<file path="config.mk">
export PLATFORM = sky130hd
export DESIGN_NAME = diff_averager
export DESIGN_NICKNAME = d
export VERILOG_FILES = /design/src/rtl/diff_averager.sv
export SDC_FILE = /design/constraint.sdc
export NUM_CORES = 1
export LEC_CHECK = 0
export ABC_CLOCK_PERIOD_IN_PS = 5700
export BUFFER_PORTS_ARGS = -buffer_cell sky130_fd_sc_hd__buf_2
export CORE_MARGIN = 1
export CORE_UTILIZATION = 40
export DETAILED_ROUTE_END_ITERATION = 6
export SYNTH_ARGS = -nofsm -noshare
export SYNTH_HDL_FRONTEND = slang
export SYNTH_SLANG_ARGS = --single-unit
</file>
<file path="constraint.sdc">
create_clock -name clk_i -period 5.7 [get_ports clk_i]
set_input_delay 0.285 -clock clk_i [delete_from_list [all_inputs] [get_ports clk_i]]
set_output_delay 0.285 -clock clk_i [all_outputs]
set_load 0.02 [all_outputs]
</file>
<file path="src/rtl/diff_averager.sv">
// Decimating boxcar averager: block mean of 2^L valid samples, with PS register access.
// Optional per-block min/max tracking is enabled with the DIFF_AVG_MINMAX_EN macro.
module diff_averager #(
   parameter int DW       = 14,
   parameter int MAX_LOG2 = 12
) (
   input  logic                 clk_i,
   input  logic                 rst_i,
   input  logic signed [DW-1:0] dat_i,
   input  logic                 dat_valid_i,
   output logic signed [DW-1:0] out,
   output logic                 out_valid_o,
   input  logic [15:0]          addr,
   input  logic                 wen,
   input  logic                 ren,
   output logic                 ack,
   output logic [31:0]          rdata,
   input  logic [31:0]          wdata
);
   localparam int AW = DW + MAX_LOG2;
   localparam int CW = MAX_LOG2 + 1;

   typedef enum logic {IDLE, ACCUM} state_t;

   state_t               state_reg, state_next;
   logic [3:0]           l_reg, l_next;
   logic signed [AW-1:0] acc_reg, acc_next;
   logic [CW-1:0]        cnt_reg, cnt_next;
   logic signed [DW-1:0] out_reg, out_next;
   logic                 out_valid_reg, out_valid_next;
   logic [31:0]          blk_reg, blk_next;
   logic                 sticky_reg, sticky_next;
   logic                 ack_reg, ack_next;
   logic [31:0]          rdata_reg, rdata_next;

   logic signed [AW-1:0] dat_ext, acc_sum, shifted;
   logic [CW-1:0]        cnt_inc, block_len;
   logic                 ctrl_wr, block_done;
   logic                 unused_wdata;

   assign dat_ext   = {{MAX_LOG2{dat_i[DW-1]}}, dat_i};
   assign acc_sum   = acc_reg + dat_ext;
   assign shifted   = acc_sum >>> l_reg;
   assign cnt_inc   = cnt_reg + CW'(1);
   assign block_len = CW'(1) << l_reg;
   assign ctrl_wr   = wen && (addr == 16'h0000);
   // A ctrl write discards the sample presented in the same cycle.
   assign block_done = !ctrl_wr && (state_reg == ACCUM) && dat_valid_i && (cnt_inc == block_len);
   assign unused_wdata = ^{wdata[31:9], wdata[7:4]};

`ifdef DIFF_AVG_MINMAX_EN
   logic signed [DW-1:0] min_run_reg, min_run_next, max_run_reg, max_run_next;
   logic signed [DW-1:0] min_reg, min_next, max_reg, max_next;
   logic signed [DW-1:0] min_s, max_s;
   // cnt==0 marks the first sample of a block, so trackers re-seed after any abort.
   assign min_s = (cnt_reg == '0 || dat_i < min_run_reg) ? dat_i : min_run_reg;
   assign max_s = (cnt_reg == '0 || dat_i > max_run_reg) ? dat_i : max_run_reg;
`endif

   always_comb begin
      state_next     = state_reg;
      l_next         = l_reg;
      acc_next       = acc_reg;
      cnt_next       = cnt_reg;
      out_next       = out_reg;
      out_valid_next = 1'b0;
      blk_next       = blk_reg;
      sticky_next    = sticky_reg;
      ack_next       = wen | ren;
      rdata_next     = 32'd0;
`ifdef DIFF_AVG_MINMAX_EN
      min_run_next   = min_run_reg;
      max_run_next   = max_run_reg;
      min_next       = min_reg;
      max_next       = max_reg;
`endif
      if (ctrl_wr) begin
         l_next     = (wdata[3:0] > 4'(MAX_LOG2)) ? 4'(MAX_LOG2) : wdata[3:0];
         state_next = wdata[8] ? ACCUM : IDLE;
         acc_next   = '0;
         cnt_next   = '0;
      end else begin
         case (state_reg)
            IDLE: begin
               acc_next = '0;
               cnt_next = '0;
            end
            ACCUM: begin
               if (dat_valid_i) begin
`ifdef DIFF_AVG_MINMAX_EN
                  min_run_next = min_s;
                  max_run_next = max_s;
`endif
                  if (block_done) begin
                     out_next       = shifted[DW-1:0];
                     out_valid_next = 1'b1;
                     blk_next       = blk_reg + 32'd1;
                     acc_next       = '0;
                     cnt_next       = '0;
`ifdef DIFF_AVG_MINMAX_EN
                     min_next       = min_s;
                     max_next       = max_s;
`endif
                  end else begin
                     acc_next = acc_sum;
                     cnt_next = cnt_inc;
                  end
               end
            end
            default: state_next = IDLE;
         endcase
      end
      // Reading the mean clears the sticky; a same-cycle completion wins.
      if (ren && addr == 16'h0004) sticky_next = 1'b0;
      if (block_done)              sticky_next = 1'b1;
      if (wen | ren) begin
         case (addr)
            16'h0000: rdata_next = {23'd0, state_next == ACCUM, 4'd0, l_next};
            16'h0004: rdata_next = {{(32-DW){out_reg[DW-1]}}, out_reg};
            16'h0008: rdata_next = blk_reg;
            16'h000C: rdata_next = {31'd0, sticky_reg};
`ifdef DIFF_AVG_MINMAX_EN
            16'h0010: rdata_next = {{(32-DW){min_reg[DW-1]}}, min_reg};
            16'h0014: rdata_next = {{(32-DW){max_reg[DW-1]}}, max_reg};
`endif
            default:  rdata_next = 32'd0;
         endcase
      end
   end

   always_ff @(posedge clk_i) begin
      if (rst_i) begin
         state_reg     <= ACCUM;
         l_reg         <= 4'd0;
         acc_reg       <= '0;
         cnt_reg       <= '0;
         out_reg       <= '0;
         out_valid_reg <= 1'b0;
         blk_reg       <= 32'd0;
         sticky_reg    <= 1'b0;
         ack_reg       <= 1'b0;
         rdata_reg     <= 32'd0;
`ifdef DIFF_AVG_MINMAX_EN
         min_run_reg   <= '0;
         max_run_reg   <= '0;
         min_reg       <= '0;
         max_reg       <= '0;
`endif
      end else begin
         state_reg     <= state_next;
         l_reg         <= l_next;
         acc_reg       <= acc_next;
         cnt_reg       <= cnt_next;
         out_reg       <= out_next;
         out_valid_reg <= out_valid_next;
         blk_reg       <= blk_next;
         sticky_reg    <= sticky_next;
         ack_reg       <= ack_next;
         rdata_reg     <= rdata_next;
`ifdef DIFF_AVG_MINMAX_EN
         min_run_reg   <= min_run_next;
         max_run_reg   <= max_run_next;
         min_reg       <= min_next;
         max_reg       <= max_next;
`endif
      end
   end

   assign out         = out_reg;
   assign out_valid_o = out_valid_reg;
   assign ack         = ack_reg;
   assign rdata       = rdata_reg;
endmodule

</file>
=== Yosys cells after proc, flatten, opt, wreduce, memory -nomap -nowiden ===
Cells that the tools add are included.

* Register bits after elaboration: 125
* Bits in latches: 0
* RAM bits: 0
* Memory bits (read-only): 0
* Input port bits: 67
* Output and inout port bits: 48
* Logic and storage cells: 52
* Memories: 0

* $add $sub $neg: 3
* Multipliers: 0
* Div/mod/pow operators: 0
* Order comparisons: 1
* Eq/ne operators: 5
* Shifts and indexed selects: 2
* Mux-type cells: 14
* Bitwise gates (word level): 5
* Reductions and logical operators: 12

{| class="wikitable"
|+ Operators by type and width
! operator !! number
|-
| $pmux W32 S4 || 1
|-
| $mux W26 || 2
|-
| $pmux W26 S2 || 1
|-
| $add A32 B1 Y32 const B || 1
|-
| $eq A16 B4 Y1 const B || 2
|-
| $add A26 B14 Y26 || 1
|-
| $mux W13 || 2
|-
| $pmux W13 S2 || 1
|-
| $sshr A26 B4 Y14 || 1
|-
| $eq A16 B3 Y1 const B || 1
|-
| $logic_not A16 Y1 || 1
|-
| $add A13 B1 Y13 const B || 1
|-
| $eq A13 B13 Y1 || 1
|-
| $shl A1 B4 Y13 const A || 1
|-
| $mux W4 || 2
|-
| $logic_and A1 B1 Y1 || 5
|-
| $mux W1 || 5
|-
| $gt A4 B4 Y1 const B || 1
|-
| $not A1 Y1 || 4
|-
| $reduce_and A4 Y1 || 1
|-
| $reduce_or A2 Y1 || 2
|-
| $reduce_or A4 Y1 || 1
|-
| $ne A2 B2 Y1 const B || 1
|-
| $reduce_bool A2 Y1 || 1
|-
| other kinds (2) || 2
|}

=== Logic depth before layout (Yosys ltp) ===
* Word-level depth: 9
* Depth in mapped cells: 14

=== Worst setup path after synthesis ===
OpenSTA, ideal clock, no wires.

* Path type: reg-to-reg
* Start point: register cnt_reg[1]
* End point: register blk_reg[23]
* Library setup time: 59 ps
* Arrival: 3310 ps
* Required time: 5641 ps
* Slack: 2331 ps
* Cell stages (with the launch flop): 12
* Period minus slack after synthesis: 3369 ps
* Cell sequence: dfxtp_1 -> ha_1 -> nand3_1 -> or4_4 -> xnor2_1 -> o211ai_1 -> or4_1 -> buf_2 -> or4b_4 -> buf_6 -> or4_1 -> nand2_1

* Cells in the longest elaborated chain, start to end: 4

{| class="wikitable"
|+ Ends and longest elaborated chain
! what !! line !! text
|-
| start: declaration || 28 || <nowiki>logic [CW-1:0] cnt_reg, cnt_next;</nowiki>
|-
| start signal: assignment || 153 || <nowiki>cnt_reg <= cnt_next;</nowiki>
|-
| $add A13 B1 Y13 || 44 || <nowiki>assign cnt_inc = cnt_reg + CW'(1);</nowiki>
|-
| $eq A13 B13 Y1 || 48 || <nowiki>assign block_done = !ctrl_wr && (state_reg == ACCUM) && dat_valid_i && (cnt_inc == block_len);</nowiki>
|-
| $logic_and A1 B1 Y1 || 48 ||
|-
| $reduce_and A4 Y1 (no source line) || -- ||
|-
| end signal: assignment || 156 || <nowiki>blk_reg <= blk_next;</nowiki>
|-
| end: declaration || 31 || <nowiki>logic [31:0] blk_reg, blk_next;</nowiki>
|}

No other way between the ends.
A chain may end at the register's enable or synchronous reset.

=== Final worst setup path ===
* Start point: register l_reg[0]
* End point: register out_reg[10], in the netlist out[10]

* Cells in the longest elaborated chain, start to end: 4
* Elaborated cells between the ends (all ways): 5
* Classes of those cells: eq/ne: 1; shift: 2; reduce/logical: 2

{| class="wikitable"
|+ Ends and longest elaborated chain
! what !! line !! text
|-
| start: declaration || 26 || <nowiki>logic [3:0] l_reg, l_next;</nowiki>
|-
| start signal: assignment || 151 || <nowiki>l_reg <= l_next;</nowiki>
|-
| $shl A1 B4 Y13 || 45 || <nowiki>assign block_len = CW'(1) << l_reg;</nowiki>
|-
| $eq A13 B13 Y1 || 48 ||
|-
| $logic_and A1 B1 Y1 || 48 ||
|-
| $reduce_and A4 Y1 (no source line) || -- ||
|-
| end signal: assignment || 154 || <nowiki>out_reg <= out_next;</nowiki>
|-
| end: declaration || 29 || <nowiki>logic signed [DW-1:0] out_reg, out_next;</nowiki>
|}

Several ways; a longest one is shown, not always the timed one.

==> flow_summary.ini <==
[die]
dieArea_um2 = 22240
coreArea_um2 = 21090
num_rows = 53
initial_utilization_pct = 41.05
die_h_um = 149.1
io_pins = 115
die_x_um = 149.1

[clock_tree]
cts_resized = 0
post-cts-setup-buffers = 0
clkLatencyLatePin_ns = 0.43
cts_sinks = 125
cts.clk_slew.worst_paths_ns = 0.06
cts_hold_buf = 0
cts_buffer_depth = 2
cts_root_buf = clkbuf_16
htreeDepth = 4
cts_buffers = 17
tritoncts = done

[synth]
synth_cell_type_count = 83
synth-edff-count = 0
syn_inst = 1121
ys.flop_type = dfxtp_1
seq_area_frac_synth_pct = 28.91
syn_avg_cell_area_um2 = 7.723
yosysWarnings = 0
async_flop_share_pct = 0
synth_nets = 1216
netlist_area_um2 = 8657
synth_seq_cells = 125

[timing]
report.final.slew_viol_count = 0
max_freq_mhz = 233.4
fin_crit_ns = 4.284
grt_setup_unrepaired = false
final.setup.tns_ns = 0
timing.final.crit_share_pct = 75.16
skew_ns = 0.01009
tightest_slew_ns = 1.212
hold_viol = 0
finalSetupViolations = 0
slew_headroom_pct = 19.17
setup_ws_ns = 1.416

[placed_design]
post-dp-hpwl_um = 18560
placed_area_um2 = 9201
gp_congestion = 0.8991
port_buffers = 87
place_ws_ns = 1.503

[layout]
final_cell_mix = 128 x nand2_1, 125 x nor2_1, 125 x dfxtp_1, 87 x buf_2, 73 x a21oi_1
num_antenna_cells = 0
fin_area_um2 = 9794
nets = 1254
fill_cells = 2221
multi_input_area_um2 = 5732
layout_commonest_cell = nand2_1
drive_gt1_share_pct = 15.96
finish.utilization_pct = 46.45
regArea_um2 = 2502
area_growth_pct = 13.14

[drt]
routed_wl_um = 25780
detail-route-antenna-nets = 0
drtIter0Drc = 499
drc = 0
num_vias = 8638
drtPass1Iterations = 5
detail_route.vias_per_cell = 5.970
wire_per_inst_um = 17.81

[global_route]
grt_pass1_vias = 7861
grt_use_total_pct = 23.52
globalRouteOverflowTotal = 0
grt_max_degree = 53
antenna_found_initial = 1
grt_pass1_wl_um = 41320

[power]
pwr-share-seq_pct = 34.6
p_leak_nw = 3.722
p_per_area_nw_per_um2 = 278.2
p_int_mw = 1.755
power.share.clock_pct = 40.3
totalPowerFinal_mw = 2.725
share_comb_of_total_power_pct = 25.0
swShare_pct = 35.59
p_switching_uw = 969.9
peakVddDrop_mv = 0.1891

[min_path]
holdPathStages = 3
hp-start = wdata[8]
hold_path.class = in -> reg
hold_end = state_reg

[worst_setup_path]
cp_top_family = simple AND/OR/NAND/NOR gates
regToRegEndpoint = out[10]
critPathMaxStageDelay_ns = 1.01
cp-end-kind = flop
worstReg2RegStart = l_reg[0]
worst_path_max_delay_cell = dfxtp_1
startpoint = l_reg[0]
critPathKind = reg -> reg
crit_path_max_fanout = 29
crit_required_ns = 6.07
cp-start-kind = flop
worst-path-buf-inv = 1
ff2ff_setup_slack_ns = 1.42
reg2regPathDepth = 10
worstPathArrival_ns = 4.66
crit_chain = buf_4, nor4b_1, xnor2_1, a2111oi_4, nand2_1, or4_1, nor3_1, o221ai_1, a2111oi_0, a21o_1

[status]
status = finished clean

[job]
drv_cap = 0
worst min-delay path: cells and delay by family:
family / cells / cell delay (ns)
simple gates: 2 / 0.10
buf+inv: 1 / 0.09
power by group through the flow:
stage | Clock (mW) | Sequential, mW | Combinational [mW]
4_1_cts | 1.12 | 0.944 | 0.672
2_1_floorplan | 0 | 0.969 | 0.471
3_5_place_dp | 0 | 0.964 | 0.668
5_1_grt | 1.16 | 0.948 | 0.743
3_3_place_gp | 0 | 0.963 | 0.666
6_report | 1.10 | 0.943 | 0.683
how the worst max path moves through the flow:
stage / endpoint / slack (ns) / depth (start not counted)
6_report: out[10] / 1.42 / 10
5_1_grt: out[10] / 1.23 / 10
4_1_cts: out[10] / 1.48 / 10
3_5_place_dp: out[10] / 1.50 / 10
3_3_place_gp: out[10] / 1.54 / 10
2_1_floorplan: blk_reg[23] / 2.33 / 11
stage by stage:
step | hold slack (ns) | cells
6_report | 0.08363 | 1447
5_1_grt | 0.08261 | 1447
4_1_cts | 0.07703 | 1447
3_5_place_dp | 0.4513 | 1415
3_3_place_gp | 0.4449 | 1415
2_1_floorplan | 0.4090 | 1121
metal layers:
layer  vias up  track usage (%)  share of wire (%)
met5         -                0                  0
met4         0            7.551                2.2
met3        40            4.312                6.0
met2       286            37.33                 45
met1      4045            32.04                 47
li1       4267                -                  -
area by class of cell:
class | count | share of cell area, %
multi-input combinational | 893 | 58.52
sequential | 125 | 25.55
timing repair buffer | 102 | 5.595
clock buffer | 17 | 4.343
tap | 275 | 3.513
clock inverter | 15 | 1.712
inverter | 20 | 0.7665
cells in the mapped netlist, types with 9 or more instances:
| cell type | n | area [um^2] |
|---|---|---|
| nand2_1 | 128 | 480.5 |
| nor2_1 | 127 | 476.7 |
| dfxtp_1 | 125 | 2502 |
| a21oi_1 | 73 | 365.4 |
| clkbuf_1 | 61 | 229.0 |
| o21ai_0 | 47 | 235.2 |
| nand3_1 | 37 | 185.2 |
| a22oi_1 | 34 | 255.2 |
| nor3_1 | 30 | 150.1 |
| ha_1 | 27 | 337.8 |
| nand4_1 | 26 | 162.7 |
| xnor2_1 | 25 | 219.0 |
| mux2i_1 | 22 | 220.2 |
| a211oi_1 | 18 | 135.1 |
| inv_1 | 18 | 67.56 |
| xor2_1 | 17 | 148.9 |
| mux2_2 | 15 | 168.9 |
| o211ai_1 | 15 | 112.6 |
| nor2b_1 | 14 | 87.58 |
| or2_2 | 14 | 87.58 |
| or4_1 | 14 | 105.1 |
| or3_1 | 13 | 81.33 |
| a311oi_1 | 11 | 96.34 |
| a31oi_1 | 11 | 68.82 |
| nor4_1 | 11 | 68.82 |
| and2_1 | 9 | 56.30 |
| and3_1 | 9 | 56.30 |
| buf_1 | 9 | 33.78 |
logic make-up after synthesis:
kind of cell | after synthesis | synth area share [%]
AND/OR/NAND/NOR | 470 | 27.04
AO/OA/AOI/OAI | 311 | 24.90
flip-flops | 125 | 28.91
buffers and inverters | 103 | 4.972
XOR/XNOR | 43 | 4.509
multiplexers | 41 | 5.535
adder cells (fa/ha/maj) | 28 | 4.134
Power figures use the tool's default switching activity.
